## src/rtl/pwm_pkg.sv

```systemverilog
// pwm_pkg: shared types and constants for the PWM mode sequencer
package pwm_pkg;
  typedef enum logic [1:0] {IDLE, ARM, RUN, STOP} state_e;
  localparam int MODE_W = 4;
  localparam logic [MODE_W-1:0] MODE_OFF = 4'd0;
  localparam int STEP_DWELL_W = 8;
  typedef struct packed {
    logic [MODE_W-1:0]       mode;
    logic [STEP_DWELL_W-1:0] dwell;
  } step_t;
endpackage

```

## src/rtl/pwm_seq_table.sv

```systemverilog
// pwm_seq_table: step table register file, one sync write port and one comb read port
module pwm_seq_table
  import pwm_pkg::*;
#(
  parameter int IDX_W   = 3,
  parameter int DWELL_W = 8
) (
  input  logic                      clk,
  input  logic                      we,
  input  logic [IDX_W-1:0]          waddr,
  input  logic [MODE_W+DWELL_W-1:0] wdata,
  input  logic [IDX_W-1:0]          raddr,
  output logic [MODE_W+DWELL_W-1:0] rdata
);
  logic [MODE_W+DWELL_W-1:0] mem_q [2**IDX_W];
  logic [MODE_W+DWELL_W-1:0] mem_d [2**IDX_W];
  // next table contents: only the addressed entry changes on a write
  always_comb begin
    mem_d = mem_q;
    if (we) mem_d[waddr] = wdata;
  end
  // table storage, deliberately not reset
  always_ff @(posedge clk) mem_q <= mem_d;
  assign rdata = mem_q[raddr];
endmodule

```

## src/rtl/pwm_mode_sequencer.sv

```systemverilog
// pwm_mode_sequencer: replays (mode, dwell) steps to a PWM generator on period boundaries
module pwm_mode_sequencer
  import pwm_pkg::*;
#(
  parameter int IDX_W   = 3,
  parameter int DWELL_W = 8
) (
  input  logic               clk,
  input  logic               rst,
  input  logic               wr_en,
  input  logic [IDX_W-1:0]   wr_addr,
  input  logic [MODE_W-1:0]  wr_mode,
  input  logic [DWELL_W-1:0] wr_dwell,
  input  logic [IDX_W:0]     len,
  input  logic               loop,
  input  logic               start,
  input  logic               abort,
  input  logic               period_wrap,
  output logic [MODE_W-1:0]  mode,
  output logic               pwm_rst,
  output logic               busy,
  output logic               done,
  output logic [IDX_W-1:0]   cur_idx,
  output logic               err
);
  localparam logic [IDX_W:0]     DEPTH = (IDX_W+1)'(2**IDX_W);
  localparam logic [DWELL_W-1:0] ONE   = DWELL_W'(1);
  state_e             state_q, state_d;
  logic [MODE_W-1:0]  mode_q, mode_d;
  logic               pwm_rst_q, pwm_rst_d;
  logic               done_q, done_d;
  logic               err_q, err_d;
  logic [IDX_W-1:0]   idx_q, idx_d;
  logic [DWELL_W-1:0] cnt_q, cnt_d;
  logic [IDX_W:0]     len_q, len_d;
  logic               loop_q, loop_d;
  logic [IDX_W-1:0]   rd_addr, nxt_idx;
  logic [MODE_W+DWELL_W-1:0] rd_data;
  logic [MODE_W-1:0]  rd_mode;
  logic [DWELL_W-1:0] rd_dwell, load_cnt;
  logic               len_ok, last, step_end, idle;
  assign idle     = state_q == IDLE;
  assign len_ok   = len != '0 && len <= DEPTH;
  assign last     = {1'b0, idx_q} == len_q - 1'b1;
  assign step_end = period_wrap && cnt_q == ONE;
  assign nxt_idx  = last ? '0 : idx_q + 1'b1;
  assign rd_addr  = state_q == RUN ? nxt_idx : '0;
  assign rd_mode  = rd_data[DWELL_W +: MODE_W];
  assign rd_dwell = rd_data[DWELL_W-1:0];
  assign load_cnt = rd_dwell == '0 ? ONE : rd_dwell;
  pwm_seq_table #(.IDX_W(IDX_W), .DWELL_W(DWELL_W)) u_table (
    .clk  (clk),
    .we   (wr_en && idle),
    .waddr(wr_addr),
    .wdata({wr_mode, wr_dwell}),
    .raddr(rd_addr),
    .rdata(rd_data)
  );
  // state and datapath registers
  always_ff @(posedge clk) begin
    if (rst) begin
      state_q   <= IDLE;
      mode_q    <= MODE_OFF;
      pwm_rst_q <= 1'b1;
      done_q    <= 1'b0;
      err_q     <= 1'b0;
      idx_q     <= '0;
      cnt_q     <= '0;
      len_q     <= '0;
      loop_q    <= 1'b0;
    end else begin
      state_q   <= state_d;
      mode_q    <= mode_d;
      pwm_rst_q <= pwm_rst_d;
      done_q    <= done_d;
      err_q     <= err_d;
      idx_q     <= idx_d;
      cnt_q     <= cnt_d;
      len_q     <= len_d;
      loop_q    <= loop_d;
    end
  end
  // next state: abort beats a simultaneous period_wrap
  always_comb begin
    state_d = state_q;
    case (state_q)
      IDLE:    state_d = start && len_ok ? ARM : IDLE;
      ARM:     state_d = abort ? STOP : RUN;
      RUN:     state_d = abort || (step_end && last && !loop_q) ? STOP : RUN;
      default: state_d = IDLE;
    endcase
  end
  // registered outputs, step index and dwell counter
  always_comb begin
    mode_d    = mode_q;
    idx_d     = idx_q;
    cnt_d     = cnt_q;
    len_d     = len_q;
    loop_d    = loop_q;
    done_d    = state_d == STOP;
    pwm_rst_d = state_d != RUN;
    err_d     = idle ? start && !len_ok : start || wr_en;
    if (idle && state_d == ARM) begin
      mode_d = wr_en && wr_addr == '0 ? wr_mode : rd_mode;
      idx_d  = '0;
      len_d  = len;
      loop_d = loop;
    end
    if (state_q == ARM && state_d == RUN) begin
      mode_d = rd_mode;
      cnt_d  = load_cnt;
    end
    if (state_q == RUN && state_d == RUN && period_wrap) begin
      mode_d = step_end ? rd_mode : mode_q;
      idx_d  = step_end ? nxt_idx : idx_q;
      cnt_d  = step_end ? load_cnt : cnt_q - 1'b1;
    end
    if (state_d == STOP) begin
      mode_d = MODE_OFF;
      cnt_d  = '0;
    end
  end
  assign mode    = mode_q;
  assign pwm_rst = pwm_rst_q;
  assign busy    = !idle;
  assign done    = done_q;
  assign cur_idx = idx_q;
  assign err     = err_q;
endmodule

```

## config.mk

```make
export PLATFORM = sky130hd
export DESIGN_NAME = pwm_mode_sequencer
export DESIGN_NICKNAME = d
export VERILOG_FILES = /design/src/rtl/pwm_pkg.sv /design/src/rtl/pwm_seq_table.sv /design/src/rtl/pwm_mode_sequencer.sv
export SDC_FILE = /design/constraint.sdc
export NUM_CORES = 1
export LEC_CHECK = 0
export ABC_AREA = 1
export BUFFER_PORTS_ARGS = -buffer_cell sky130_fd_sc_hd__buf_2
export CAP_MARGIN = 20
export CORE_MARGIN = 3
export CORE_UTILIZATION = 35
export DETAILED_ROUTE_END_ITERATION = 12
export GPL_TIMING_DRIVEN = 0
export PLACE_DENSITY = 0.53
export SYNTH_ARGS = -nofsm -noshare
export SYNTH_HDL_FRONTEND = slang
export SYNTH_SLANG_ARGS = --single-unit
```

## constraint.sdc

```tcl
create_clock -name clk -period 3.3 [get_ports clk]
set_clock_uncertainty 0.2 [all_clocks]
set_input_delay 0.495 -clock clk [delete_from_list [all_inputs] [get_ports clk]]
set_output_delay 0.495 -clock clk [all_outputs]
set_load 0.005 [all_outputs]
```

* After elaboration in Yosys (flattened, before gate mapping)
Index checks and enable logic that the tools add are counted.
** Storage, ports and cells
- Register bits after elaboration :: 121
** Cells by class
- $add $sub $neg :: 3
- Order comparisons :: 4
- Equality and inequality tests :: 9
- Mux-type cells :: 25
- Bitwise operators :: 2
- Reductions and logical operators :: 28
** Operators by type and width (count)
- bitwise mux 96 bit :: 1
- binary-select mux 12 bit (select 3 bit) :: 1
- demux 12 bit (select 3 bit) :: 1
- 2-to-1 mux 12 bit :: 3
- 2-to-1 mux 8 bit :: 4
- 2-to-1 mux 4 bit :: 5
- 2-to-1 mux 3 bit :: 5
- logical AND 1 bit :: 13
- == test 8 x 1 -> 1 bit (second input constant) :: 1
- >= comparator 4 bit (second input constant) :: 2
- logical NOT 8 bit :: 1
- inverter 3 -> 4 bit :: 2
- subtractor 8 x 1 -> 8 bit (second input constant) :: 1
- == test 2 bit (second input constant) :: 3
- one-hot mux 2 bit (3 select lines) :: 1
- == test 2 x 1 -> 1 bit (second input constant) :: 2
- == test 3 x 4 -> 1 bit :: 1
- less-or-equal comparator 4 bit (second input constant) :: 1
- < comparator 4 x 1 -> 1 bit (second input constant) :: 1
- 2-to-1 mux 1 bit :: 4
- inequality test 2 bit (second input constant) :: 2
- AND reduction 2 bit :: 2
- nonzero test 2 bit :: 2
- nonzero test 4 bit :: 1
- 8 further kinds :: 11

* Depth between registers and ports, before layout
- Depth after elaboration :: 12
- Mapped depth :: 22

* By module
From an unflattened synthesis, not the netlist that was laid out.
** Second synthesis, totals
- Cells, all modules :: 707
- Area total of the unflattened synthesis :: 5952.0 sq um
** By module, submodules not included
- pwm_seq_table :: instances 1, cells an instance 433, area each 4240.3 sq um
- pwm_mode_sequencer :: instances 1, cells an instance 274, area each 1711.6 sq um

* Worst setup path after synthesis
Ideal clock, no wire load.
- Path kind :: flip-flop to flip-flop
- Start :: register len_q[0]
- End :: register cnt_q[2]
- Library setup time :: 117 ps
- Arrival :: 2064 ps
- Required time :: 2983 ps
- Slack :: 919 ps
- Cell stages (with the launch flop) :: 21
- Buffers on the path :: 2
- Period minus slack after synthesis :: 2381 ps
- Cells stage by stage :: dfxtp_1 -> inv_1 -> ha_1 -> inv_1 -> nand2_1 -> nand2_1 -> nor2_2 -> nand3_2 -> buf_6 -> nand3_2 -> inv_1 -> buf_2 -> nand3_1 -> nand2_1 -> nand2_1 -> nor2_1 -> nand2_2 -> nand2_1 -> nor2_1 -> nor2_1 -> nor2_1
** On the way
- Cells in the longest elaborated chain, start to end :: 12
- Elaborated cells on any way between the ends :: 25
- Those cells by class :: 1 x add/sub; 3 x eq/ne; 11 x mux; 1 x bitwise; 9 x reduce/logical
** RTL lines
- start, declared :: line pwm_mode_sequencer.sv:35 : logic [IDX_W:0] len_q, len_d;
- start signal, assigned :: line pwm_mode_sequencer.sv:79 : len_q <= len_d;
- subtractor 4 x 1 -> 4 bit (*) :: line pwm_mode_sequencer.sv:44 : assign last = {1'b0, idx_q} == len_q - 1'b1;
- == test 3 x 4 -> 1 bit (*) :: line pwm_mode_sequencer.sv:44
- 2-to-1 mux 3 bit :: line pwm_mode_sequencer.sv:46 : assign nxt_idx = last ? '0 : idx_q + 1'b1;
- 2-to-1 mux 3 bit :: line pwm_mode_sequencer.sv:47 : assign rd_addr = state_q == RUN ? nxt_idx : '0;
- inverter 3 -> 4 bit (not written as such) :: line pwm_seq_table.sv:24 : assign rdata = mem_q[raddr];
- binary-select mux 12 bit (select 3 bit) :: line pwm_seq_table.sv:24
- 2-to-1 mux 12 bit (not written as such) (2 in series) :: line pwm_seq_table.sv:24
- logical NOT 8 bit :: line pwm_mode_sequencer.sv:50 : assign load_cnt = rd_dwell == '0 ? ONE : rd_dwell;
- 2-to-1 mux 8 bit :: line pwm_mode_sequencer.sv:50
- 2-to-1 mux 8 bit (on tied branches) :: line pwm_mode_sequencer.sv:109, pwm_mode_sequencer.sv:116
- 2-to-1 mux 8 bit :: line pwm_mode_sequencer.sv:113 : if (state_q == RUN && state_d == RUN && period_wrap) begin
- end signal, assigned :: line pwm_mode_sequencer.sv:78 : cnt_q <= cnt_d;
- end, declared :: line pwm_mode_sequencer.sv:34 : logic [DWELL_W-1:0] cnt_q, cnt_d;
Mark *: on every way between the ends. The rest lies on a longest branch, timed or not. The select of a mux whose other input is x is not followed.
A chain may end at the register's enable or synchronous reset.

* Final worst setup path
Ends and elaborated chain as after synthesis.

==> results.md <==
- The flow ran to the end, and the final reports show no timing, DRC or antenna violations.
- The detail route stage leaves a number of antenna-violating nets equal to 0.
- Across all layers, the routed design uses 4368 vias.
- The average wire per standard cell is 15.9 µm.
- The final count of pins violating max slew was 0.
- Global routing consumed, over all layers together, 16.2% of the routing resources.
- The clock network accounts for 42.9% of the total power.
- The number of levels in the clock H-tree is 4.
- STA puts the critical path data arrival time at 3060 ps.
- The number of nets produced by synthesis is 641.
- For this run, the detailed router's first-pass iteration total came to 5.
- The number of nets in the layout is 699.
- The floorplan step defined a core boundary enclosing 16000 µm².
- In the final layout, the multi-input gates occupy 1880 µm².
- The setup fix buffers added after clock tree synthesis is 0.
- The worst setup path is of the flop to flop kind.
- The worst pin sits at a relative slew slack of 39.2%.
- In this run the cell area measured after placement is 6250 µm².
- The slowest stage of the critical path belongs to the cell dfxtp_1.
- The number of different library cells in the post-synthesis netlist is 33.
- Along the worst path, the maximum fanout reaches 10.
- The max-capacitance violation count is 0.
- STA classifies the critical path endpoint as a flop.
- The port buffer count is 36.
- The half-perimeter wire length after placement is 9810 µm.
- The design internal power is 3.01 mW.
- The combinational fraction of design power is 14.2%.
- The commonest cells after synthesis are nand2_1 (113), edfxtp_1 (96), inv_1 (94).
- The share of Yosys cell area claimed by the top area cell type is 50.0%.
- The post-synthesis instance area is 5760 µm².
- No sink is reached through more buffers than the 2 on the longest clock path.
- OpenSTA, run right after detailed placement, puts the worst setup slack at 329 ps.
- Counting every instance in the synthesized netlist gives 607.
- The via count of the first global-routing pass came to 4235.
- The first-pass GRT wire length is 22500 µm.
- The final design instance area without fill is 6810 µm².
- The signed area change from the synthesized netlist to the final layout is 18.2%.
- Ranked by total cell area, the synthesized netlist is headed by edfxtp_1 (50%), dfxtp_1 (8.7%), nand2_1 (7.4%).
- The global placement routability congestion is 0.819.
- 0 antenna diodes ended up in the layout.
- The final standard cell count with taps included and fillers excluded is 892.
- The starting density of the core is 36.0%.
- Setup repair after global routing left no endpoint under its margin.
- The switching power summed over all nets is 1.07 mW.
- Static timing analysis puts the maximum clock frequency at 0.337 GHz.
- TritonCTS built the clock tree.
- The detailed-route vias per instance is 4.90.
- After routing, the total negative slack on setup checks comes to 0 ps.
- The clock net in this run drives a total of 121 sinks.
- For this run, the number of Yosys warnings is 0.
- The initial antenna violation count was 0.
- The hold-fix buffer count after cts is 0.
- The number of core rows is 46.
- The die is 134 µm tall.
- The number of enable flip-flop cells after synthesis is 96.
- The most frequent cell after synthesis is nand2_1.
- STA classifies the critical path startpoint as a flop.
- The proportion of power drawn by flip-flops and latches is 43.0%.
- In this run the register-to-register setup slack is 340 ps.
- In this run the power density over the cells is 598 nW/µm².
- The final core utilization is 42.6%.
- The tightest hold path in the finished design has a slack of 112 ps.
- In this run the mean area of a mapped cell was 9.49 µm².
- The final critical-path share of the clock period is 89.8%.
- The pin count of the biggest net entering global routing is 17.
- The die covers 18000 µm².
- The library cell with the largest summed area after synthesis is edfxtp_1.
- The sequential fraction of the synthesis area is 58.7%.
- The worst IR drop on VDD is 0.277 mV.
- The post-route minimum period is 2960 ps.
- The final hold violation count was 0.
- The detailed router's first-iteration violation count is 280.
- Summed over all layers, the routed wires come to 14200 µm.
- Fill cells in the final layout number 1578.
- The number of CTS-inserted buffers is 17.
- In the post-route analysis, the smallest setup slack over all paths is 336 ps.
- In the routed design, unresolved DRC markers number 0.
- The post-cts sizing count is 0.
- The setup violation total in the final timing report is 0.
- In the synthesized netlist the dominant register cell turns out to be edfxtp_1.
- The overall overflow remaining after global route is 0.
- The critical path goes through inv_1, ha_1, inv_1, nand2_1, nand2_1, nor2_2, nand3_2, buf_6, nand3_2, inv_1, buf_2, nand3_1, nand2_1, nand2_1, nor2_1, nand2_2, nand2_1, nor2_1, nor2_1, nor2_1.
- The worst stage delay on the critical path is 320 ps.
- In the final layout, the share of cells above drive strength 1 is 17.8%.
- The slew at the pin closest to its max-slew limit is 911 ps.
- The register cell area after layout is 3380 µm².
- In this run switching power makes up 26.1% of total power.
- The leakage power is 2.84 nW.
- The cell at the root of the clock tree is clkbuf_16.
- The CTS clock-pin slew for the worst setup and hold paths is 50 ps.
- Measured along the x axis, the die boundary spans 134 µm.
- At the later pin of the worst-skew pair, clock insertion delay measures 410 ps.
- The number of flip-flops and latches in the synthesized netlist is 121.
- Of all flip-flops after synthesis, the portion carrying an async set or reset was 0%.
- Summing internal, switching and leakage power gives 4.08 mW.
- The worst min-delay path category is input port to flop.
- The library cell appearing most often on the critical path is nand2_1.
- The number of placed cells counting well taps is 862.
- In this run the count of I/O pins placed on the die edge is 37.
- The required time at the endpoint of the critical path is 3400 ps.
[flip-flops by register name (all words and copies together) (netlist names)]
name / cells
u_table.mem_q: 96
cnt_q: 8
len_q: 4
mode: 4
cur_idx: 3
state_q: 2
done: 1
err: 1
loop_q: 1
pwm_rst: 1
[per-layer routing]
layer  routed length (µm)  share of wire (%)  track usage (%)  up-vias
li1                     -                  -                -     2160
met1                 6430                 45             21.3     2072
met2                 6800                 48             26.6      117
met3                  682                4.8             3.30       19
met4                  246                1.7             5.66        0
met5                    0                  0                0        -
[cells by family after synthesis]
logic type	synth area share, %
XOR/XNOR	1.22
flip-flops	58.7
AND/OR/NAND/NOR	23.8
buffers and inverters	8.81
AO/OA/AOI/OAI	5.69
adder cells (fa/ha/maj)	1.74
[placed cells by master, fill, tap and decap left out, drive strengths merged, types with 8 or more instances in the layout]
| master | synthesis | routed |
|---|---|---|
| nand2 | 118 | 118 |
| a21oi | 13 | 13 |
| o21ai | 35 | 35 |
| o211ai | 9 | 9 |
| nand3 | 72 | 72 |
| dfxtp | 25 | 25 |
| ha | 8 | 8 |
| edfxtp | 96 | 96 |
| buf | 18 | 57 |
| nor2 | 40 | 40 |
| nand4 | 37 | 37 |
| inv | 99 | 99 |
| clkbuf | 6 | 24 |
| or2 | 16 | 16 |
[final timing paths]
| check | start | end | cells past startpoint |
|---|---|---|---|
| worst max-delay path | len_q[0]$_SDFFE_PP0P_ | cnt_q[2]$_SDFFE_PP0P_ | 20 |
| worst max register to register | len_q[0]$_SDFFE_PP0P_ | cnt_q[2]$_SDFFE_PP0P_ | 20 |
| worst min-delay path | rst | cur_idx[0]$_SDFFE_PP0P_ | 2 |
| worst min register to register | loop_q$_SDFFE_PP0P_ | loop_q$_SDFFE_PP0P_ | 2 |
[area by class of cell]
type / count / area share (%)
buffer: 24 / 2.00
clock buffer: 18 / 6.30
clock inverter: 12 / 1.91
inverter: 99 / 5.46
multi-input combinational: 363 / 27.7
sequential: 121 / 49.7
tap: 216 / 3.97
timing repair buffer: 39 / 3.03
[power by group through the flow]
stage / Clock, mW / Sequential (mW) / Combinational (mW)
3_3_place_gp: 0 / 1.78 / 0.566
3_5_place_dp: 0 / 1.78 / 0.578
5_1_grt: 1.85 / 1.76 / 0.653
6_report: 1.75 / 1.75 / 0.577
2_1_floorplan: 0 / 1.78 / 0.388
4_1_cts: 1.78 / 1.75 / 0.581
[worst max-delay path, delay by kind of cell (launching register included)]
family | cells | cell delay [ps]
fa+ha+maj | 1 | 310
buf+inv | 5 | 750
flops | 1 | 320
simple gates | 14 | 1270
No activity file was read; power rests on OpenSTA's default activity.
